<file path="src/rtl/lfsr_fill_ctrl.sv">
// lfsr_fill_ctrl: reseeds and steps an LFSR and writes each advanced word over valid/ready; define LFSR_FILL_CTRL_STALL_CNT_EN to count backpressure cycles
module lfsr_fill_ctrl #(
  parameter int CNT_W = 11
) (
  input  logic             clk,
  input  logic             rst,
  input  logic             start,
  input  logic [CNT_W-1:0] cfg_count,
  output logic             busy,
  output logic             done,
  output logic             lfsr_rst,
  output logic             en_addr,
  output logic             en_data,
  input  logic [9:0]       lfsr_addr,
  input  logic [31:0]      lfsr_data,
  output logic             wr_valid,
  input  logic             wr_ready,
  output logic [9:0]       wr_addr,
  output logic [31:0]      wr_data,
  output logic [31:0]      stall_cycles
);
  typedef enum logic [2:0] {IDLE, SEED, STEP, WAIT1, LOAD, ISSUE, DONE} state_t;
  state_t state;
  logic [CNT_W-1:0] cnt, total, cnt_nxt;
  assign cnt_nxt = cnt + CNT_W'(1);
  always_ff @(posedge clk) begin
    if (rst) begin
      state    <= IDLE;
      cnt      <= '0;
      total    <= '0;
      busy     <= 1'b0;
      done     <= 1'b0;
      lfsr_rst <= 1'b0;
      en_addr  <= 1'b0;
      en_data  <= 1'b0;
      wr_valid <= 1'b0;
      wr_addr  <= '0;
      wr_data  <= '0;
    end else begin
      done     <= state == DONE;
      lfsr_rst <= 1'b0;
      en_addr  <= 1'b0;
      en_data  <= 1'b0;
      case (state)
        IDLE: if (start) begin
          cnt   <= '0;
          total <= cfg_count;
          busy  <= 1'b1;
          state <= cfg_count == '0 ? DONE : SEED;
          lfsr_rst <= cfg_count != '0;
        end
        SEED: begin
          state   <= STEP;
          en_addr <= 1'b1;
          en_data <= 1'b1;
        end
        STEP:  state <= WAIT1;
        WAIT1: state <= LOAD;
        LOAD: begin
          wr_addr  <= lfsr_addr;
          wr_data  <= lfsr_data;
          wr_valid <= 1'b1;
          state    <= ISSUE;
        end
        ISSUE: if (wr_ready) begin
          wr_valid <= 1'b0;
          cnt      <= cnt_nxt;
          state    <= cnt_nxt == total ? DONE : STEP;
          en_addr  <= cnt_nxt != total;
          en_data  <= cnt_nxt != total;
        end
        DONE: begin
          busy  <= 1'b0;
          state <= IDLE;
        end
        default: state <= IDLE;
      endcase
    end
  end
`ifdef LFSR_FILL_CTRL_STALL_CNT_EN
  logic [31:0] stall_q;
  always_ff @(posedge clk) begin
    if (rst || (state == IDLE && start)) stall_q <= '0;
    else if (wr_valid && !wr_ready && stall_q != '1) stall_q <= stall_q + 32'd1;
  end
  assign stall_cycles = stall_q;
`else
  assign stall_cycles = '0;
`endif
endmodule
</file>
<file path="config.mk">
export PLATFORM = sky130hd
export DESIGN_NAME = lfsr_fill_ctrl
export DESIGN_NICKNAME = d
export VERILOG_FILES = /design/src/rtl/lfsr_fill_ctrl.sv
export SDC_FILE = /design/constraint.sdc
export NUM_CORES = 1
export LEC_CHECK = 0
export BUFFER_PORTS_ARGS = -buffer_cell sky130_fd_sc_hd__buf_2
export CAP_MARGIN = 10
export CORE_UTILIZATION = 23
export CTS_BUF_LIST = sky130_fd_sc_hd__clkbuf_4 sky130_fd_sc_hd__clkbuf_8
export CTS_CLUSTER_DIAMETER = 60
export DETAILED_ROUTE_END_ITERATION = 16
export PLACE_DENSITY_LB_ADDON = 0.05
export SLEW_MARGIN = 20
export SYNTH_ARGS = -nofsm -noshare
export SYNTH_HDL_FRONTEND = slang
export SYNTH_SLANG_ARGS = --single-unit
</file>
<file path="constraint.sdc">
create_clock -name clk -period 5.1 [get_ports clk]
set_clock_uncertainty 0.15 [all_clocks]
set_input_delay 1.02 -clock clk [delete_from_list [all_inputs] [get_ports clk]]
set_output_delay 1.02 -clock clk [all_outputs]
set_load 0.01 [all_outputs]
</file>
==> run metrics <==
status finished clean; cell row count 43; metal3 WL 455 um; setup_tns 0 ps; r2r setup slk roughly 2600 ps; share of the synthesized area in the top cell type approximately 44%; DRC 0; Slew @ Worst Pin roughly 760 ps; Die ar. 14,900 sq um; hold depth 2; number of port buffers ~100; Max clock buf depth 2; clock latency on the worst-skew pair around 360 ps; gr usage total 13.4%; CTS sink count 72; htree depth 3; leading area contributor after synthesis dfxtp_1; endpoints failing setup 0; Inst Count DP 685; first-pass GRT wire length around 15,000 um; Chip Height ~120 um; Final Hold Fails 0; top cells by area, synth dfxtp_1 44%, nand2_1 13%, a21oi_1 11%; Tcrit/Tclk final roughly 49%; core area 13,900 sq um; M1 WL about 4300 um; DR iter-0 viols roughly 130; crit-path max FO 7; clock power share between 30% and 40%; CTS tree built; vias in the first global route 2,893; Leak ~1.7 nW; flop and latch count out of synthesis between 70 and 80; Seq/Total Area, Yosys 43.6%; Critical Path AT 2610 ps; share of layout cells above drive strength 1 about 25%; RSZ-0062 raised after global routing false; number of nets in the final layout between 500 and 600; Pre-antenna DRT Iters 4; Cell Area, Synth around 3300 sq um; post-route ant nets 0; pre-CTS WS roughly 2500 ps; diodes inserted 0; number of I/O pins between 100 and 150; FF-to-FF path depth 6; initial antenna violation count 0; area of the multi-input gates 1600 sq um; Synth Area in Compound Gates between 15 and 20%; multiplexer share of the synthesized area 0%; Wirelength per Cell approximately 14 um; Final Wtd Congestion about 0.74; Slew Viols, Final 0; Storage cell area between 1000 and 1500 sq um; Net Sw Frac 27.3%; Switch Pwr around 0.33 mW; Post-Syn Instances 429; Post-CTS Setup Repair Bufs 0; Synth Area per Inst approximately 7.7 sq um; largest net degree at the start of global routing 48; Vias per Instance between 4 and 5; Reg clk slew, reported paths 80 ps; post-synthesis xor/xnor area fraction 3.71%; min Tclk post-route between 2000 and 3000 ps; grt total ovfl 0; via count between 3k and 4k; HP Start wr_data[4]$_SDFFE_PP0P_; RR Startpoint cnt[0]$_SDFFE_PP0P_; simple-gate share of the synthesized area around a quarter; Post-synth ARST share 0%; Fill cells 1,550; fmax 399 MHz; Top Metal Used met4; Post-synth EDFFs 0; Slew Limit Headroom roughly 49%; Resize count post-CTS 0; Die X roughly 120 um; Distinct cells, synth 48; clock root buffer clkbuf_8; worst hold path type reg -> reg; CTS buffer count 9; Int Pwr 0.871 mW; Setup Crit Path Kind reg -> reg; Worst Setup Start Kind register; hold path endpoint wr_data[4]$_SDFFE_PP0P_; area grow syn2layout 21.7%; min setup slack post-route about 2600 ps; routed wire length on met2 4640 um; Reg-to-Reg End en_data$_SDFF_PP0_; CTS hold repair buffers 0; Post-synth top flop dfxtp_1; sequential power share about half; Comb pwr share a little over a tenth; Post-DP HPWL 6690 um; Pwr Density 298 nW/um^2; total wire length ~9600 um; maximum vdd drop between 0.1 and 0.15 mV; max cap viols 0; Crit. End Element register; Starting Density 23.7%; Post-Synth Adder-Cell Area less than 1%; Non-Filler Instances roughly 700; largest family of logic cells by synthesized area simple AND/OR/NAND/NOR gates; Synth Warn # 0; Critical Path RT about 5200 ps
-- power groups by stage --
stage                     Combinational [mW]  Sequential, mW  Clock [mW]
after floorplan                       0.0970           0.606           0
after global placement                 0.130           0.610           0
after detailed placement               0.131           0.610           0
after CTS                              0.131           0.597       0.496
after global routing                   0.146           0.600       0.518
final                                  0.129           0.597       0.473
-- registers in the layout, indices dropped and copies added, names as in the netlist --
| signal | count |
|---|---|
| wr_data | 32 |
| en_data | 1 |
| state | 3 |
| done | 1 |
| total | 11 |
| lfsr_rst | 1 |
| wr_valid | 1 |
| cnt | 11 |
| busy | 1 |
| wr_addr | 10 |
-- logic make-up (layout without fill, tap and decap cells) --
kind of cell    count (synthesis)  after routing
simple gates                  176            176
fa+ha+maj                       1              1
buf+inv                        66            127
other cells                     1             32
compound gates                 99             99
flops                          72             72
xor+xnor                       14             14
-- layer usage --
| layer | GRT usage, % | vias to the layer above |
|---|---|---|
| met4 | 5.02 | 0 |
| met5 | 0 | - |
| li1 | - | 1547 |
| met2 | 21.7 | 76 |
| met1 | 16.3 | 1455 |
| met3 | 4.49 | 12 |
-- through the flow --
stage	area [sq um]	utilization [%]	hold WS (ps)	total power, mW
detailed placement	3820	27.4	293	0.741
floorplan	3420	-	296	0.703
finish	4020	28.9	302	1.20
global route	4020	28.9	321	1.26
CTS	4020	28.9	306	1.22
global placement	3820	27.4	290	0.740
-- how the worst max path moves through the flow --
stage,endpoint,slack [ps],from,depth (start not counted)
floorplan,en_data$_SDFF_PP0_,2910,cnt[0]$_SDFFE_PP0P_,7
global placement,cnt[9]$_SDFFE_PP0P_,2480,wr_ready,4
detailed placement,cnt[9]$_SDFFE_PP0P_,2470,wr_ready,4
CTS,en_data$_SDFF_PP0_,2610,cnt[3]$_SDFFE_PP0P_,5
global route,en_data$_SDFF_PP0_,2440,cnt[3]$_SDFFE_PP0P_,5
finish,en_data$_SDFF_PP0_,2590,cnt[0]$_SDFFE_PP0P_,6
-- synthesized netlist by cell type (2+ instances only) --
library cell / n
a211oi_1: 2
a21oi_1: 73
and2_1: 2
and3_1: 4
and4b_1: 2
buf_2: 2
buf_4: 37
clkbuf_1: 23
dfxtp_1: 72
inv_1: 4
nand2_1: 117
nand2b_1: 2
nand3_1: 6
nand4_1: 2
nand4b_1: 2
nor2_1: 17
nor2b_1: 2
nor3_1: 6
nor4_1: 2
o2111ai_1: 2
o21ai_0: 9
or2_2: 2
or3_1: 2
xnor2_1: 7
xor2_1: 7
-- critical path: stages (launching register included) --
cell and delay (ps):
dfxtp_1 430, ha_1 340, nand3_2 170, or4_4 570, a221oi_2 380, o211ai_1 140, o221a_1 220
-- final cells by class --
type | instances | area share [%]
clock buffer | 11 | 3.61
clock inverter | 5 | 1.40
inverter | 4 | 0.373
multi-input combinational | 322 | 39.7
sequential | 72 | 35.8
tap | 180 | 5.60
timing repair buffer | 107 | 13.5
-- cells in the final DEF, fill, tap and decap left out, drive strengths merged, types with 3 or more instances in the layout --
master,n
nor2,17
xnor2,7
inv,4
clkbuf,11
conb,32
buf,107
xor2,7
o21ai,10
nand3,7
clkinv,3
nand2,117
and3,4
nor3,6
dfxtp,72
nand4,3
a21oi,73
Note: power is estimated with default switching activity, not from simulation.
